--- src/rtl/clp_pkg.sv ---
// -----------------------------------------------------------------------------
// clp_pkg
// Shared definitions for the CLP instruction dispatcher:
//   - INST_WIDTH : width of one layer instruction word
//   - OP_HALT    : CLP type code that terminates a program
//   - state_t    : dispatcher FSM state encoding (3 bits)
//   - field offsets of the layer instruction word
//   - inst_type(): extracts the CLP type field from an instruction word
// -----------------------------------------------------------------------------
package clp_pkg;

    localparam int INST_WIDTH = 100;

    localparam logic [3:0] OP_HALT = 4'hF;

    // Instruction field offsets (msb/lsb)
    localparam int F_TYPE_MSB      = 3;
    localparam int F_TYPE_LSB      = 0;
    localparam int F_FEAT_ADDR_MSB = 84;
    localparam int F_FEAT_ADDR_LSB = 70;
    localparam int F_AMOUNT_MSB    = 69;
    localparam int F_AMOUNT_LSB    = 60;
    localparam int F_WADDR_MSB     = 59;
    localparam int F_WADDR_LSB     = 50;
    localparam int F_WAMOUNT_MSB   = 49;
    localparam int F_WAMOUNT_LSB   = 40;
    localparam int F_SCALER_MSB    = 39;
    localparam int F_SCALER_LSB    = 30;
    localparam int F_OUT_ADDR_MSB  = 29;
    localparam int F_OUT_ADDR_LSB  = 20;

    typedef enum logic [2:0] {
        ST_IDLE    = 3'd0,
        ST_FETCH   = 3'd1,
        ST_WAIT_RD = 3'd2,
        ST_LATCH   = 3'd3,
        ST_ISSUE   = 3'd4,
        ST_ACK     = 3'd5,
        ST_RUN     = 3'd6,
        ST_DONE    = 3'd7
    } state_t;

    function automatic logic [3:0] inst_type(input logic [INST_WIDTH-1:0] w_inst);
        return w_inst[F_TYPE_MSB:F_TYPE_LSB];
    endfunction

endpackage

--- src/rtl/clp_inst_dispatch.sv ---
// -----------------------------------------------------------------------------
// clp_inst_dispatch
// Upstream sequencer for CLP_ctr. Fetches layer instructions from instruction
// RAM starting at prog_base, presents each one on clp_instruction, pulses
// clp_enable for one cycle, waits for the CLP_ctr busy period (clp_state high
// then low) and moves on. A program ends on a HALT opcode (not issued, not
// counted), after MAX_INST issued instructions, or on a fault.
//
// Optional feature (compile-time macro DISPATCH_TIMEOUT_EN):
//   defined     : a 16-bit watchdog counts RUN cycles; reaching TIMEOUT_CYC
//                 sets error and abandons the program.
//   not defined : RUN waits indefinitely; error comes only from ACK timeout.
//
// Ports:
//   clk             in  clock, rising edge
//   rst             in  asynchronous reset, active-high
//   start           in  1-cycle start pulse, ignored while busy
//   prog_base       in  first instruction address, sampled on start
//   inst_mem_rd     out RAM read strobe
//   inst_mem_addr   out RAM read address
//   inst_mem_data   in  RAM read data, valid one cycle after inst_mem_rd
//   clp_instruction out instruction held for CLP_ctr
//   clp_enable      out one-cycle enable per issued instruction
//   clp_state       in  CLP_ctr busy (1 = layer in progress)
//   busy            out high from start until end of program
//   done            out one-cycle end-of-program pulse
//   inst_count      out instructions issued in this run
//   error           out sticky ack/timeout fault, cleared by start
// -----------------------------------------------------------------------------
module clp_inst_dispatch #(
    parameter int INST_WIDTH  = 100,
    parameter int IADDR_W     = 8,
    parameter int MAX_INST    = 64,
    parameter int ACK_WAIT    = 4,
    parameter int TIMEOUT_CYC = 4096
) (
    input  logic                  clk,
    input  logic                  rst,
    input  logic                  start,
    input  logic [IADDR_W-1:0]    prog_base,
    output logic                  inst_mem_rd,
    output logic [IADDR_W-1:0]    inst_mem_addr,
    input  logic [INST_WIDTH-1:0] inst_mem_data,
    output logic [INST_WIDTH-1:0] clp_instruction,
    output logic                  clp_enable,
    input  logic                  clp_state,
    output logic                  busy,
    output logic                  done,
    output logic [7:0]            inst_count,
    output logic                  error
);

    import clp_pkg::*;

    state_t                r_state;
    state_t                w_next;
    logic [IADDR_W-1:0]    r_pc;
    logic [INST_WIDTH-1:0] r_inst;
    logic [7:0]            r_count;
    logic                  r_busy;
    logic                  r_error;
    logic [7:0]            r_ack_cnt;

    logic                  w_stop;
    logic                  w_ack_exp;
    logic                  w_tmo_exp;

    // HALT and the issue cap are both checked before the word is issued
    assign w_stop    = (inst_type(inst_mem_data) == OP_HALT) || (r_count == 8'(MAX_INST));
    assign w_ack_exp = (r_ack_cnt == 8'(ACK_WAIT - 1));

`ifdef DISPATCH_TIMEOUT_EN
    logic [15:0] r_tmo;

    // Busy watchdog: counts cycles spent in RUN, cleared elsewhere
    always_ff @(posedge clk or posedge rst) begin
        if (rst) begin
            r_tmo <= 16'd0;
        end else if (r_state == ST_RUN) begin
            r_tmo <= r_tmo + 16'd1;
        end else begin
            r_tmo <= 16'd0;
        end
    end

    assign w_tmo_exp = (r_tmo == 16'(TIMEOUT_CYC - 1));
`else
    assign w_tmo_exp = 1'b0;
`endif

    // FSM state register
    always_ff @(posedge clk or posedge rst) begin
        if (rst) begin
            r_state <= ST_IDLE;
        end else begin
            r_state <= w_next;
        end
    end

    // FSM next-state logic
    always_comb begin
        w_next = r_state;
        case (r_state)
            ST_IDLE:    if (start) w_next = ST_FETCH; else w_next = ST_IDLE;
            ST_FETCH:   w_next = ST_WAIT_RD;
            ST_WAIT_RD: w_next = ST_LATCH;
            ST_LATCH:   if (w_stop) w_next = ST_DONE; else w_next = ST_ISSUE;
            ST_ISSUE:   w_next = ST_ACK;
            ST_ACK: begin
                // a clp_state that is already high counts as the acknowledge
                if (clp_state)      w_next = ST_RUN;
                else if (w_ack_exp) w_next = ST_DONE;
                else                w_next = ST_ACK;
            end
            ST_RUN: begin
                if (!clp_state)     w_next = ST_FETCH;
                else if (w_tmo_exp) w_next = ST_DONE;
                else                w_next = ST_RUN;
            end
            ST_DONE:    w_next = ST_IDLE;
            default:    w_next = ST_IDLE;
        endcase
    end

    // Datapath: program counter, held instruction, counters, status flags
    always_ff @(posedge clk or posedge rst) begin
        if (rst) begin
            r_pc      <= '0;
            r_inst    <= '0;
            r_count   <= 8'd0;
            r_busy    <= 1'b0;
            r_error   <= 1'b0;
            r_ack_cnt <= 8'd0;
        end else begin
            case (r_state)
                ST_IDLE: begin
                    if (start) begin
                        r_pc    <= prog_base;
                        r_count <= 8'd0;
                        r_error <= 1'b0;
                        r_busy  <= 1'b1;
                    end
                end
                ST_LATCH: begin
                    if (!w_stop) begin
                        r_inst <= inst_mem_data;
                    end
                end
                ST_ISSUE: begin
                    r_count   <= r_count + 8'd1;
                    r_pc      <= r_pc + {{(IADDR_W-1){1'b0}}, 1'b1};
                    r_ack_cnt <= 8'd0;
                end
                ST_ACK: begin
                    if (!clp_state) begin
                        if (w_ack_exp) begin
                            r_error <= 1'b1;
                        end else begin
                            r_ack_cnt <= r_ack_cnt + 8'd1;
                        end
                    end
                end
                ST_RUN: begin
                    if (clp_state && w_tmo_exp) begin
                        r_error <= 1'b1;
                    end
                end
                ST_DONE: begin
                    r_busy <= 1'b0;
                end
                default: begin
                    r_busy <= r_busy;
                end
            endcase
        end
    end

    assign inst_mem_rd     = (r_state == ST_FETCH);
    assign inst_mem_addr   = r_pc;
    assign clp_instruction = r_inst;
    assign clp_enable      = (r_state == ST_ISSUE);
    assign done            = (r_state == ST_DONE);
    assign busy            = r_busy;
    assign inst_count      = r_count;
    assign error           = r_error;

endmodule

--- config.mk ---
export PLATFORM = sky130hd
export DESIGN_NAME = clp_inst_dispatch
export DESIGN_NICKNAME = d
export VERILOG_FILES = /design/src/rtl/clp_pkg.sv /design/src/rtl/clp_inst_dispatch.sv
export SDC_FILE = /design/constraint.sdc
export NUM_CORES = 1
export LEC_CHECK = 0
export CAP_MARGIN = 20
export CORE_ASPECT_RATIO = 0.9
export CORE_UTILIZATION = 46
export CTS_BUF_LIST = sky130_fd_sc_hd__clkbuf_16
export DETAILED_ROUTE_END_ITERATION = 10
export PLACE_DENSITY_LB_ADDON = 0.25
export REMOVE_ABC_BUFFERS = 1
export SLEW_MARGIN = 20
export SYNTH_ARGS = -nofsm -noshare
export SYNTH_HDL_FRONTEND = slang
export SYNTH_SLANG_ARGS = --single-unit
--- constraint.sdc ---
create_clock -name clk -period 8.71 [get_ports clk]
set_input_delay 0.871 -clock clk [delete_from_list [all_inputs] [get_ports clk]]
set_output_delay 0.871 -clock clk [all_outputs]
set_load 0.01 [all_outputs]
==> qor.txt, run 1 <==
fin crit period - 3250 ps
total net switching power - 994 uW
maxcap violations - 0
width of the die - 116 um
Setup Skew - 12.0 ps
largest fanout on the critical path - 14
warnings from Yosys - 0
launch point of the worst path - r_state[0]
highest attainable clock frequency - 307 MHz
Floorplan Core Area - 11100 um^2
WP data required - 7840 ps
H-tree depth - 4
CTS tree - built
Unique masters post-synth - 52
number of design-rule violations left by the first detailed-router iteration - 163
number of max-slew violations in the final report - 0
Worst Tran Pin Value - 855 ps
highest metal used - met4
combined global-route utilization of all metal layers - 0.255
total number of vias - 4011
via count of the first global-routing pass - 4271
sequential-to-total area share from yosys stat - 0.603
Sequential Power Share - 0.349
type of element launching the critical path - flip-flop
gate family responsible for the most delay along the worst path - buffers and inverters
Int Pwr - 2.13 mW
max-slew headroom at the worst pin - 0.430
antenna violations before repair - 0
share of post-route cells with drive strength above 1 - 0.0883
maximum number of pins on one net before global-route repair - 88
worst r2r path cells - 4
max incr delay on CP - 600 ps
Final Hold Vio Count - 0
register clock-pin slew on the reported worst setup and hold paths - 50 ps
maximum buffer depth of the clock tree - 2
Main synth FF type - dfrtp_1
post-synth design cell area - 5350 um^2
type of element capturing the critical path - output port
worst-path cell chain - or3b_4, clkinv_1, clkdlybuf4s50_1
number of register bits inferred by synthesis - 129
total congestion overflow after global routing - 0
starting density of the core - 0.483
peak supply drop - 217 uV
average routed wire per standard cell - 19.1 um
setup-violating endpoint count in the final report - 0
switching part of the total power - 0.318
outcome - complete, no violations
Clk Latency, worst-skew pair - 400 ps
Max stage delay cell, worst path - clkdlybuf4s50_1
ANT cells - 0
DRT Pass-1 Iters - 4
placement row count - 36
launch point of the worst reg-to-reg path - inst_count[2]
Bufs and invs on worst path - 2
Gate Count Post-Synth - 375
cell leakage power - 3.51 nW
WP depth - 3
setup repair after global routing missed its margin - false
number of hold buffers added after CTS - 0
DRC violation count after routing - 0
number of instances resized during post-cts repair - 0
fraction of registers with async set/reset - 1.00
Boundary Pins - 233
post-layout util - 0.753
DRT antenna net count - 0
number of flops mapped to enable cells by yosys - 0
total die area - 12100 um^2
part of the total power dissipated in combinational logic - 0.421
Fin Setup TNS - 0 ps
worst setup path end - clp_enable
M1 wire length - 5.41 mm
Worst Hold Class - flip-flop to flip-flop
Post-Syn Area per Cell - 14.3 um^2
drt total wl - 14.8 mm
detailed route wirelength on metal3 - 1.37 mm
area grow syn2layout - 55.8%
end of the worst register-to-register path - clp_instruction[37]
clock sink total - 129
startpoint-to-endpoint class of the critical path - flip-flop to output port
die outline height - 104 um
first-pass GRT wire length - 22.9 mm
placed wire-length estimate - 10.3 mm
# Post-CTS Setup Buffers - 0
nets - 727
fin crit share - 0.374
crit path DAT - 2380 ps
pwr dens - 375 nW/um^2
clock root buffer master - clkbuf_16
part of the total power dissipated in the clock network - 0.230
# port buffers - 232
CTS Buf Count - 17
final estimated routing congestion in global placement - 0.813
post-detailed-route via-to-cell ratio - 5.18
reg-to-reg slack, setup - 6030 ps
met2 layer wire length in the routed design - 7.47 mm
[how the worst min path moves through the flow]
| stage | start | slack, ps | to | cells past startpoint |
|---|---|---|---|---|
| final | clp_instruction[54] | 490 | clp_instruction[54] | 1 |
| after global routing | clp_instruction[46] | 500 | clp_instruction[46] | 1 |
| after CTS | clp_instruction[54] | 490 | clp_instruction[54] | 1 |
| after detailed placement | clp_instruction[2] | 480 | clp_instruction[2] | 1 |
| after global placement | clp_instruction[14] | 470 | clp_instruction[14] | 1 |
| after floorplan | r_ack_cnt[7] | 480 | r_ack_cnt[7] | 1 |
[layer usage]
layer,GRT usage,vias up
li1,-,1832
met1,0.274,1969
met2,0.435,180
met3,0.103,30
met4,0.118,0
met5,0,-
[cells in the mapped netlist, types with 2 or more instances]
cell | count | area, um^2
nand3_1 | 9 | 45.0
dfrtp_1 | 129 | 3230
nor2_1 | 12 | 45.0
o41ai_1 | 3 | 26.3
a22o_1 | 2 | 17.5
o21ai_0 | 14 | 70.1
buf_2 | 3 | 15.0
mux2_1 | 89 | 1000
o311ai_0 | 3 | 26.3
or3_1 | 2 | 12.5
a31oi_1 | 3 | 18.8
o211ai_1 | 3 | 22.5
buf_6 | 11 | 124
nand2_1 | 22 | 82.6
xor2_1 | 3 | 26.3
clkbuf_1 | 2 | 7.51
mux2_2 | 12 | 135
ha_1 | 4 | 50.1
o22a_1 | 2 | 17.5
inv_1 | 5 | 18.8
mux2i_1 | 2 | 20.0
and3_1 | 3 | 18.8
nand4bb_1 | 2 | 22.5
a21o_1 | 3 | 22.5
nand4_1 | 3 | 18.8
a21oi_1 | 3 | 15.0
[layout by cell type, fill, tap and decap left out, types with 3 or more instances in the layout]
master           count
xor2_1               3
nand3_1              9
nor2_1              12
dfrtp_1            129
and3_1               3
a31oi_1              3
a21o_1               3
clkinv_2             5
mux2_1              89
o21ai_0             14
a21oi_1              3
o311ai_0             3
clkdlybuf4s50_1    232
o41ai_1              3
nand2_1             22
clkbuf_16           17
nand4_1              3
clkinv_1             4
ha_1                 4
inv_1                4
o211ai_1             3
bufinv_16            4
mux2_2              12
[logic make-up (layout without fill, tap and decap cells)]
| group | after synthesis | count (layout) | synth area share |
|---|---|---|---|
| compound gates | 48 | 48 | 0.0655 |
| xor+xnor | 3 | 3 | 0.00491 |
| fa+ha+maj | 4 | 4 | 0.00935 |
| buf+inv | 23 | 271 | 0.0330 |
| flops | 129 | 129 | 0.603 |
| mux | 103 | 103 | 0.216 |
| simple gates | 65 | 65 | 0.0680 |
[final cells by class]
type | count | area [um^2]
Tap cell | 152 | 190
Timing Repair Buffer | 234 | 2340
Fill cell | 777 | 2740
Sequential cell | 129 | 3230
Clock buffer | 17 | 425
Clock inverter | 14 | 171
Multi-Input combinational cell | 223 | 1960
Inverter | 6 | 25.0
[per-stage QoR]
step | setup slack (ps) | instance area, um^2 | power, mW | std cells | hold slack, ps
floorplan | 4400 | 5200 | 1.65 | 358 | 481
global placement | 5420 | 7740 | 2.35 | 744 | 472
detailed placement | 5360 | 7740 | 2.40 | 744 | 481
CTS | 5450 | 8340 | 3.16 | 775 | 492
global route | 5370 | 8340 | 3.29 | 775 | 497
finish | 5460 | 8340 | 3.12 | 775 | 487
[power by group through the flow]
stage,logic [mW],clock network [mW],registers [mW]
2_1_floorplan,0.464,0,1.19
3_3_place_gp,1.28,0,1.07
3_5_place_dp,1.31,0,1.09
4_1_cts,1.33,0.731,1.09
5_1_grt,1.40,0.757,1.13
6_report,1.32,0.719,1.09
[flip-flops by register name, indices dropped and copies added (netlist names)]
register and cells:
r_ack_cnt 8, error 1, r_state 3, inst_count 8, inst_mem_addr 8, clp_instruction 100
busy 1
[worst register-to-register path: cells and delay by family, from the launching register on]
kind | cells | cell delay [ps]
buffers and inverters | 1 | 680
AOI/OAI and AO/OA | 1 | 490
and+or+nand+nor | 1 | 470
muxes | 1 | 470
DFF | 1 | 440
Power figures use the tool's default switching activity.
==> inputs of run 2 (changes only) <==
Settings changed: CORE_UTILIZATION 46 to 42.
Clock period 8.71 ns to 3.1 ns, I/O delays scaled along.
==> run 2 against run 1 <==
Against the previous run: design area increased by 0.42%; combinational power increased to 2.8 times the previous value; worst hold slack got worse by 60 ps; non-clock buffer count increased by 1; via count decreased by 1.7%; total power increased to 2.8 times the previous value; worst setup slack got worse by 5000 ps; register-to-register slack got worse by 5600 ps; utilization decreased by 6.7 points; sequential cell count unchanged; clock skew decreased by 4.6 ps; largest cell class unchanged.
==> qor.txt, run 2 (synthesis results as in run 1) <==
maximum buffer depth of the clock tree - 2
gate family responsible for the most delay along the worst path - buffers and inverters
max-slew headroom at the worst pin - 0.385
total die area - 13200 um^2
die outline height - 109 um
launch point of the worst reg-to-reg path - inst_count[2]
share of post-route cells with drive strength above 1 - 0.0912
launch point of the worst path - r_state[0]
H-tree depth - 4
Clk Latency, worst-skew pair - 410 ps
highest attainable clock frequency - 373 MHz
maximum number of pins on one net before global-route repair - 130
starting density of the core - 0.438
average routed wire per standard cell - 17.8 um
number of instances resized during post-cts repair - 0
area grow syn2layout - 56.5%
Bufs and invs on worst path - 2
cell leakage power - 3.51 nW
commonest cells after routing, fill and taps aside - clkdlybuf4s50_1, dfrtp_1, mux2_1
CTS tree - built
number of flip-flops under the largest register name - 100
post-detailed-route via-to-cell ratio - 5.02
largest fanout on the critical path - 14
combined global-route utilization of all metal layers - 0.219
placement row count - 38
clock root buffer master - clkbuf_16
final worst hold slack - 427 ps
Boundary Pins - 233
Fin Setup TNS - 0 ps
drt total wl - 14.0 mm
outcome - complete, no violations
reg-to-reg slack, setup - 480 ps
fin crit share - 0.865
number of max-slew violations in the final report - 0
setup-violating endpoint count in the final report - 0
total number of vias - 3941
DRT Pass-1 Iters - 4
most common library cell in the layout ignoring fill and taps - clkdlybuf4s50_1
width of the die - 121 um
fin crit period - 2680 ps
type of element capturing the critical path - output port
Final Hold Vio Count - 0
max incr delay on CP - 590 ps
DRT antenna net count - 0
DRC violation count after routing - 0
Setup Skew - 7.41 ps
worst r2r path cells - 4
Final Total Pwr - 8.67 mW
worst-path cell chain - or3b_4, clkinv_1, clkdlybuf4s50_1
maxcap violations - 0
number of hold buffers added after CTS - 0
Worst Hold Class - primary input to async pin
antenna violations before repair - 0
clock sink total - 129
first-pass GRT wire length - 21.5 mm
total congestion overflow after global routing - 0
Floorplan Core Area - 12200 um^2
WP data required - 2790 ps
# port buffers - 232
end of the worst register-to-register path - clp_instruction[33]
startpoint-to-endpoint class of the critical path - flip-flop to output port
ANT cells - 0
peak supply drop - 585 uV
type of element launching the critical path - flip-flop
Worst Tran Pin Value - 922 ps
nets - 728
CTS Buf Count - 17
Max stage delay cell, worst path - clkdlybuf4s50_1
placed wire-length estimate - 10.1 mm
number of design-rule violations left by the first detailed-router iteration - 201
# Post-CTS Setup Buffers - 0
pwr dens - 1040 nW/um^2
setup repair after global routing missed its margin - false
final estimated routing congestion in global placement - 0.802
count of filler cells inserted in the layout - 858
crit path DAT - 2370 ps
via count of the first global-routing pass - 3977
register clock-pin slew on the reported worst setup and hold paths - 60 ps
==> run 2: cell count changes in the layout (fill, tap and decap cells not counted) <==
cell and change:
clkinv_2 -3, buf_12 +2, clkinvlp_4 +2, inv_6 +2, buf_6 -1, bufinv_16 -1
clkinv_1 -1, clkinv_4 +1, inv_1 +1
==> run 2: layout make-up <==
cell class,count,area [um^2],area share
clock inverter,15,168,0.0200
clock buffer,17,425,0.0508
tap,160,200,0.0239
sequential,129,3230,0.385
multi-input combinational,223,1960,0.234
timing repair buffer,235,2370,0.283
inverter,6,25.0,0.00299
==> run 2: metal layers <==
metal | global-route usage | vias to the layer above | wire, um
li1 | - | 1829 | -
met1 | 0.256 | 1949 | 5470
met2 | 0.380 | 140 | 7320
met3 | 0.0586 | 23 | 893
met4 | 0.0935 | 0 | 284
met5 | 0 | - | 0
==> run 2: worst max path at each step <==
stage          cells after the start  slack [ps]                  end
2_1_floorplan                      3       -1190  clp_instruction[88]
3_3_place_gp                       4         550  clp_instruction[81]
3_5_place_dp                       6         460  clp_instruction[33]
4_1_cts                            3         420           clp_enable
5_1_grt                            6         300  clp_instruction[47]
6_report                           3         420           clp_enable
==> run 2: worst min-delay path, stage by stage <==
cell,delay [ps]
clkdlybuf4s50_1,450
inv_4,70
buf_12,500
==> run 2: where the power goes <==
group | leakage, nW | switching (mW) | total, mW | internal [mW]
logic | 1.67 | 1.48 | 3.66 | 2.18
clock network | 0.282 | 0.741 | 2.00 | 1.26
registers | 1.56 | 0.520 | 3.02 | 2.50
total | 3.51 | 2.74 | 8.67 | 5.93
==> run 2: through the flow <==
step,cells,setup slack (ps),utilization,cell area (um^2)
global route,785,295,0.685,8380
global placement,753,549,0.637,7780
floorplan,358,-1190,-,5200
CTS,785,417,0.685,8380
finish,785,418,0.685,8380
detailed placement,753,455,0.637,7780
